### config.mk
export PLATFORM = sky130hd
export DESIGN_NAME = if_stage
export DESIGN_NICKNAME = d
export VERILOG_FILES = /design/src/rtl/mips_defs.sv /design/src/rtl/if_stage_pc_reg.sv /design/src/rtl/if_stage.sv
export SDC_FILE = /design/constraint.sdc
export NUM_CORES = 1
export LEC_CHECK = 0
export ABC_AREA = 1
export BUFFER_PORTS_ARGS = -buffer_cell sky130_fd_sc_hd__buf_2
export CAP_MARGIN = 20
export CORE_MARGIN = 2
export CORE_UTILIZATION = 35
export DETAILED_ROUTE_END_ITERATION = 16
export MAX_ROUTING_LAYER = met4
export PLACE_DENSITY = 0.62
export SLEW_MARGIN = 40
export SYNTH_ARGS = -nofsm -noshare
export SYNTH_HDL_FRONTEND = slang
export SYNTH_HIERARCHICAL = 1
export SYNTH_SLANG_ARGS = --single-unit
### constraint.sdc
create_clock -name clk -period 3.2 [get_ports clk]
set_input_delay 0.64 -clock clk [delete_from_list [all_inputs] [get_ports clk]]
set_output_delay 0.64 -clock clk [all_outputs]
set_load 0.005 [all_outputs]
### src/rtl/mips_defs.sv
// Shared constants for the MIPS pipeline: bubble encoding, reset vector, IF error bits.
package mips_defs;

    localparam logic [31:0]   NOP_INSTR        = 32'h0000_0000;
    localparam logic [31:0]   RESET_PC_DEFAULT = 32'h0000_0000;
    localparam int unsigned   IF_ERR_MISALIGN  = 0;
    localparam int unsigned   IF_ERR_RANGE     = 1;
    localparam int unsigned   IF_ERR_W         = 2;

endpackage

### src/rtl/if_stage_pc_reg.sv
// Program counter with next-PC selection: redirect beats stall beats sequential +4.
module pc_reg
    import mips_defs::*;
#(
    parameter int unsigned     WIDTH    = 32,
    parameter logic [WIDTH-1:0] RESET_PC = WIDTH'(RESET_PC_DEFAULT)
) (
    input  logic             clk,
    input  logic             rst_n,
    input  logic             stall,
    input  logic             redirect,
    input  logic [WIDTH-1:0] redirect_pc,
    output logic [WIDTH-1:0] pc,
    output logic [WIDTH-1:0] pc_plus4_c
);

    logic [WIDTH-1:0] pc_q;
    logic [WIDTH-1:0] pc_d;

    // Sequential successor wraps silently modulo 2^WIDTH.
    assign pc_plus4_c = pc_q + WIDTH'(4);

    always_comb begin
        pc_d = pc_plus4_c;
        if (redirect) begin
            pc_d = redirect_pc;
        end else if (stall) begin
            pc_d = pc_q;
        end
    end

    always_ff @(posedge clk or negedge rst_n) begin
        if (!rst_n) begin
            pc_q <= RESET_PC;
        end else begin
            pc_q <= pc_d;
        end
    end

    assign pc = pc_q;

endmodule

### src/rtl/if_stage.sv
// MIPS instruction-fetch stage: owns the PC, addresses irmemory and fills the IF/ID register.
module if_stage
    import mips_defs::*;
#(
    parameter int unsigned      WIDTH    = 32,
    parameter int unsigned      DEPTH    = 1024,
    parameter logic [WIDTH-1:0] RESET_PC = WIDTH'(RESET_PC_DEFAULT)
) (
    input  logic                clk,
    input  logic                rst_n,
    input  logic                stall,
    input  logic                flush,
    input  logic                redirect,
    input  logic [WIDTH-1:0]    redirect_pc,
    output logic [WIDTH-1:0]    imem_addr,
    input  logic [WIDTH-1:0]    imem_data,
    output logic [WIDTH-1:0]    pc,
    output logic [WIDTH-1:0]    ifid_pc,
    output logic [WIDTH-1:0]    ifid_pc4,
    output logic [WIDTH-1:0]    ifid_instr,
    output logic                ifid_valid,
    output logic [IF_ERR_W-1:0] ifid_err
);

    localparam logic [WIDTH-3:0] DEPTH_W = (WIDTH-2)'(DEPTH);

    logic [WIDTH-1:0]    pc_plus4_c;
    logic [IF_ERR_W-1:0] err_c;

    logic [WIDTH-1:0]    ifid_pc_q,    ifid_pc_d;
    logic [WIDTH-1:0]    ifid_pc4_q,   ifid_pc4_d;
    logic [WIDTH-1:0]    ifid_instr_q, ifid_instr_d;
    logic                ifid_valid_q, ifid_valid_d;
    logic [IF_ERR_W-1:0] ifid_err_q,   ifid_err_d;

    pc_reg #(
        .WIDTH    (WIDTH),
        .RESET_PC (RESET_PC)
    ) u_pc_reg (
        .clk         (clk),
        .rst_n       (rst_n),
        .stall       (stall),
        .redirect    (redirect),
        .redirect_pc (redirect_pc),
        .pc          (pc),
        .pc_plus4_c  (pc_plus4_c)
    );

    assign imem_addr = {2'b00, pc[WIDTH-1:2]};

    // Faults are only tagged here; the instruction still issues so decode can trap.
    always_comb begin
        err_c                  = '0;
        err_c[IF_ERR_MISALIGN] = |pc[1:0];
        err_c[IF_ERR_RANGE]    = (pc[WIDTH-1:2] >= DEPTH_W);
    end

    // Flush outranks stall so a squashed slot never lingers behind a hold.
    always_comb begin
        ifid_pc_d    = ifid_pc_q;
        ifid_pc4_d   = ifid_pc4_q;
        ifid_instr_d = ifid_instr_q;
        ifid_valid_d = ifid_valid_q;
        ifid_err_d   = ifid_err_q;
        if (flush) begin
            ifid_pc_d    = pc;
            ifid_pc4_d   = pc_plus4_c;
            ifid_instr_d = WIDTH'(NOP_INSTR);
            ifid_valid_d = 1'b0;
            ifid_err_d   = '0;
        end else if (!stall) begin
            ifid_pc_d    = pc;
            ifid_pc4_d   = pc_plus4_c;
            ifid_instr_d = (err_c == '0) ? imem_data : WIDTH'(NOP_INSTR);
            ifid_valid_d = 1'b1;
            ifid_err_d   = err_c;
        end
    end

    always_ff @(posedge clk or negedge rst_n) begin
        if (!rst_n) begin
            ifid_pc_q    <= '0;
            ifid_pc4_q   <= '0;
            ifid_instr_q <= '0;
            ifid_valid_q <= 1'b0;
            ifid_err_q   <= '0;
        end else begin
            ifid_pc_q    <= ifid_pc_d;
            ifid_pc4_q   <= ifid_pc4_d;
            ifid_instr_q <= ifid_instr_d;
            ifid_valid_q <= ifid_valid_d;
            ifid_err_q   <= ifid_err_d;
        end
    end

    assign ifid_pc    = ifid_pc_q;
    assign ifid_pc4   = ifid_pc4_q;
    assign ifid_instr = ifid_instr_q;
    assign ifid_valid = ifid_valid_q;
    assign ifid_err   = ifid_err_q;

endmodule

# Word-level counts from Yosys, hierarchy flattened
# Cells that the tools add are included.
word_totals:
  register_bits: 131
  latch_bits: 0
  ramBits: 0
  mem_bits_ro: 0
  in_bits: 69
  output_inout_bits: 163
  elab_cells: 24
  n_memories: 0
op_classes:
  addsub: 1
  multipliers: 0
  div_mod_pow: 0
  n_lt_le_gt_ge: 1
  n_eq_ne: 2
  n_shift: 0
  muxes: 12
  n_bitwise: 0
  reduce_logical: 2
op_table:
  columns: ["operator", "count"]
  rows:
  - ["$mux 32", 8]
  - ["$add 32x3->32 const B", 1]
  - ["$ge 30x11->1 const B", 1]
  - ["$mux 2", 2]
  - ["$ne 2x1->1 const B", 2]
  - ["$logic_not 2->1", 1]
  - ["$mux 1", 2]
  - ["$reduce_or 2->1", 1]

# Depth between registers and ports, before layout
depth:
  ltp_word: 5
  mapped_depth: 10
  mapped_depth_nobuf: 10

# Cells and area by module
# The synthesis kept the hierarchy.
by_module_without_submodules:
  columns: ["mod", "instances", "cells_each", "area_each_um2", "seq_area_each_um2"]
  rows:
  - ["if_stage", 1, 538, 4384.2, 2477.4]
  - ["pc_reg", 1, 370, 2443.6, 800.8]

# Worst setup path before layout
# No wires, ideal clock.
synth_path:
  path_kind: "input-to-reg"
  from: "input redirect"
  to: "register u_pc_reg.pc_q[15] (netlist: u_pc_reg/pc[15])"
  setup_time_ns: 0.117
  t_arrival_ns: 1.486
  t_required_ns: 3.083
  setup_slack_ns: 1.597
  stages: 8
  path_buffers: 2
  cell_sequence: "buf_2 -> inv_1 -> nand2_1 -> inv_1 -> buf_2 -> a22o_1 -> inv_1 -> nand2_1"
synth_between:
  elab_chain_len: 1
  word_cells_on_any_way: 2
  cone_classes: "eq/ne: 1; mux: 1"
synth_rtl:
  columns: ["item", "line_no", "source"]
  rows:
  - ["start: declaration", "if_stage.sv:13", "input logic redirect,"]
  - ["$ne 2x1->1 (no line) / $mux 32 (equally long branches)", null, null]
  - ["end signal: assignment", "if_stage_pc_reg.sv:36", "pc_q <= pc_d;"]
  - ["end: declaration", "if_stage_pc_reg.sv:17", "logic [WIDTH-1:0] pc_q;"]
# Several ways; a longest one is shown, not always the timed one.
# A chain may end at the register's enable or synchronous reset.

# Final worst setup path
layout_path:
  from: "register u_pc_reg.pc_q[13] (netlist: u_pc_reg/pc[13])"
  to: "register ifid_instr_q[22] (netlist: ifid_instr[22])"
layout_between:
  elab_chain_len: 5
layout_rtl:
  columns: ["item", "line_no", "source"]
  rows:
  - ["$ge 30x11->1", "if_stage.sv:55", "err_c[IF_ERR_RANGE] = (pc[WIDTH-1:2] >= DEPTH_W);"]
  - ["$logic_not 2->1", "if_stage.sv:74", "ifid_instr_d = (err_c == '0) ? imem_data : WIDTH'(NOP_INSTR);"]
  - ["$mux 32", "if_stage.sv:74", null]
  - ["$mux 32", "if_stage.sv:71", "end else if (!stall) begin"]
  - ["$mux 32", "if_stage.sv:65", "if (flush) begin"]
  - ["end signal: assignment", "if_stage.sv:90", "ifid_instr_q <= ifid_instr_d;"]
  - ["end: declaration", "if_stage.sv:32", "logic [WIDTH-1:0] ifid_instr_q, ifid_instr_d;"]
# No other way between the ends. The select of a mux whose other input is x is not followed.

==> flow_metrics.env <==
export IMPL_run_status="completed"
export IMPL_fin_crit_sh=0.6023
export IMPL_rsz0062_at_grt="no"
export IMPL_n_fill_cell=2051
export IMPL_drive_above_1_share=0.2646
export IMPL_number_of_drc_violations_after_detailed_routing=0
export IMPL_dieArea_um2=20640
export IMPL_hold_slack_ns=0.2207
export IMPL_route_detailed_wl_per_inst_um=13.98
export IMPL_post_syn_area_um2=6828
export IMPL_gp_congestion=0.9214
export IMPL_initialDrtViolationCount=266
export IMPL_synth_sequential_area_ratio=0.4801
export IMPL_synthFlopType="sky130_fd_sc_hd__dfrtp_1"
export IMPL_synth_most_common_cell="sky130_fd_sc_hd__nand2_1"
export IMPL_clock_latency_on_the_worst_skew_pair_ns=0.42
export IMPL_dp_cells=1345
export IMPL_total_area_of_sequential_cells_um2=3278
export IMPL_timing_worst_slew_pin_value_ns=0.8187
export IMPL_setup_viol_count_final=0
export IMPL_peak_supply_drop_uv=360.9
export IMPL_critPathRequiredTime_ns=3.55
export IMPL_multi_input_comb_area_um2=2759
export IMPL_grt_overflow=0
export IMPL_clock_sinks=131
export IMPL_totalPowerFinal_mw=4.422
export IMPL_port_buffers=229
export IMPL_grt_usage=0.1954
export IMPL_maxSlewHeadroom=0.4529
export IMPL_die_height_um=143.7
export IMPL_grt_max_degree=99
export IMPL_final_instance_count_excl_fill=1377
export IMPL_cts_tree="built"
export IMPL_core_area_um2=19270
export IMPL_detail_route_wirelength_um=19250
export IMPL_netlist_cell_type_count=28
export IMPL_clockBufferDepth=2
export IMPL_clock_input_transition_at_the_sequential_cells_of_the_worst_setup_and_hold_paths_ns=0.06
export IMPL_synth_seq_cells=131
export IMPL_clock_skew_ns=0.008108
export IMPL_crit_fanout=33
export IMPL_nets=1169
export IMPL_cts_buffers_inserted=17
export IMPL_pwr_density_cell_nw_per_um2=521.7
export IMPL_timing_critical_path_to_type="flip-flop"
export IMPL_timing_max_transition_violations_final=0
export IMPL_setup_tns_final_ns=0
export IMPL_max_cap_violations=0
export IMPL_max_freq_mhz=518.9
export IMPL_cts_resized_gates=0
export IMPL_number_of_global_route_vias_before_repair=5725
export IMPL_routed_via_density=4.422
export IMPL_finalWorstPathRequiredPeriod_ns=1.927
export IMPL_worstPathArrival_ns=2.27
export IMPL_die_width_um=143.7
export IMPL_critPathLaunchType="flip-flop"
export IMPL_initial_utilization=0.3543
export IMPL_synth_area_per_cell_um2=7.520
export IMPL_min_delay_path_class="input port to asynchronous set/reset pin"
export IMPL_postSynthCellCount=908
export IMPL_async_s_r_ff_share_synth=1.000
export IMPL_cts_htree_levels=4
export IMPL_synth_commonest_cells="sky130_fd_sc_hd__nand2_1, sky130_fd_sc_hd__dfrtp_1, sky130_fd_sc_hd__inv_1"
export IMPL_grt_first_pass_wirelength_um=30190
export IMPL_most_area_consuming_cells_after_synthesis="sky130_fd_sc_hd__dfrtp_1, sky130_fd_sc_hd__nand2_1, sky130_fd_sc_hd__inv_1"
export IMPL_cts_hold_buffers=0
export IMPL_synth_top_area_frac=0.4801
export IMPL_post_synth_top_area_cell="sky130_fd_sc_hd__dfrtp_1"
export IMPL_synth_enable_flop_cells=0
export IMPL_ctsRootBufferMaster="sky130_fd_sc_hd__clkbuf_16"
export IMPL_drtPass1Iterations=7
export IMPL_antenna_found_initial=1
export IMPL_setup_worst_path_class="flip-flop to flip-flop"
export IMPL_ys_warnings_count=6
export IMPL_num_vias=6089
export IMPL_count_of_nets_left_with_antenna_violations_after_detail_routing=0
export IMPL_post_dp_hpwl_um=13450
export IMPL_power_leakage_nw=4.965
export IMPL_top_level_ports=232
export IMPL_post_cts_buffers=0
export IMPL_floorplan_rows=51
export IMPL_hold_violations=0
export IMPL_layout_area_overhead_vs_synth_pct=24.13
==> critical path, cell delays in order, from the launching register on <==
cell and delay [ns]:
sky130_fd_sc_hd__dfrtp_1 0.51, sky130_fd_sc_hd__nor2_1 0.21, sky130_fd_sc_hd__nand4_1 0.17, sky130_fd_sc_hd__nor2_4 0.68, sky130_fd_sc_hd__nand3_1 0.16, sky130_fd_sc_hd__nand2_1 0.10
==> power breakdown <==
| group | internal (mW) | total (mW) | switching, mW | leakage, nW |
|---|---|---|---|---|
| logic | 0.284 | 0.679 | 0.394 | 3.03 |
| clock network | 1.09 | 1.78 | 0.698 | 0.263 |
| registers | 1.81 | 1.96 | 0.155 | 1.67 |
==> per-stage QoR <==
stage          instance area, µm²    util  worst slack (ns)
6_report                     8476  0.4398             1.273
5_1_grt                      8476  0.4398             1.103
4_1_cts                      8473  0.4397             1.255
3_5_place_dp                 7938  0.4119            0.9968
3_3_place_gp                 7934  0.4117             1.020
2_1_floorplan                6832       -             1.597
==> cell type report <==
type                            count  area share
Timing Repair Buffer              239      0.1453
Clock inverter                      4    0.002657
Tap cell                          265     0.03912
Inverter                           90     0.03986
Clock buffer                       27     0.06053
Sequential cell                   131      0.3868
Multi-Input combinational cell    620      0.3255
Antenna cell                        1   0.0002952
==> path summary, 6_finish.rpt <==
path                                       from         endpoint  slack [ns]  depth (start not counted)
worst max register to register  u_pc_reg/pc[13]   ifid_instr[22]        1.27                          5
max in group asynchronous                 rst_n  u_pc_reg/pc[19]        2.18                          2
worst min-delay path                      rst_n    ifid_instr[1]        0.22                          1
worst max-delay path            u_pc_reg/pc[13]   ifid_instr[22]        1.27                          5
min in group clk                 redirect_pc[0]   u_pc_reg/pc[0]        0.43                          3
worst min register to register      ifid_pc[29]      ifid_pc[29]        0.47                          2
==> layout by cell type (no fill, tap or decap), types with 2 or more instances in the layout <==
cell type,Yosys,final
sky130_fd_sc_hd__conb_1,1,2
sky130_fd_sc_hd__buf_2,18,228
sky130_fd_sc_hd__xor2_1,6,6
sky130_fd_sc_hd__o211ai_1,5,5
sky130_fd_sc_hd__buf_6,7,2
sky130_fd_sc_hd__clkbuf_16,0,17
sky130_fd_sc_hd__nor2_1,76,74
sky130_fd_sc_hd__nand2_4,2,2
sky130_fd_sc_hd__inv_1,89,89
sky130_fd_sc_hd__clkbuf_8,0,5
sky130_fd_sc_hd__a22o_1,8,8
sky130_fd_sc_hd__dfrtp_1,131,131
sky130_fd_sc_hd__clkinv_2,0,3
sky130_fd_sc_hd__nor2_2,1,3
sky130_fd_sc_hd__clkbuf_1,8,5
sky130_fd_sc_hd__nand2_1,418,418
sky130_fd_sc_hd__buf_4,35,9
sky130_fd_sc_hd__nor2_4,11,11
sky130_fd_sc_hd__nand3_1,52,52
sky130_fd_sc_hd__xor2_2,7,7
sky130_fd_sc_hd__and2_1,5,5
sky130_fd_sc_hd__nand2_2,4,4
sky130_fd_sc_hd__o21ai_0,16,16
==> cells by family (layout without fill, tap and decap cells) <==
family	after synthesis	count (layout)	share of synthesized area
other cells	1	3	0.0005492
buf+inv	158	360	0.1171
compound gates	30	30	0.02877
flops	131	131	0.4801
simple gates	573	573	0.3460
fa+ha+maj	1	1	0.001832
xor+xnor	14	14	0.02566
==> routing by layer <==
| metal | routed length, µm | global-route usage | part of all wire | up-vias |
|---|---|---|---|---|
| met5 | 0 | - | 0 | - |
| met4 | 271 | 0.05934 | 0.014 | 0 |
| met3 | 1168 | 0.04632 | 0.061 | 20 |
| met2 | 8618 | 0.2995 | 0.45 | 199 |
| met1 | 9191 | 0.2579 | 0.48 | 2784 |
| li1 | - | - | - | 3086 |
No activity file was read; power rests on OpenSTA's default activity.
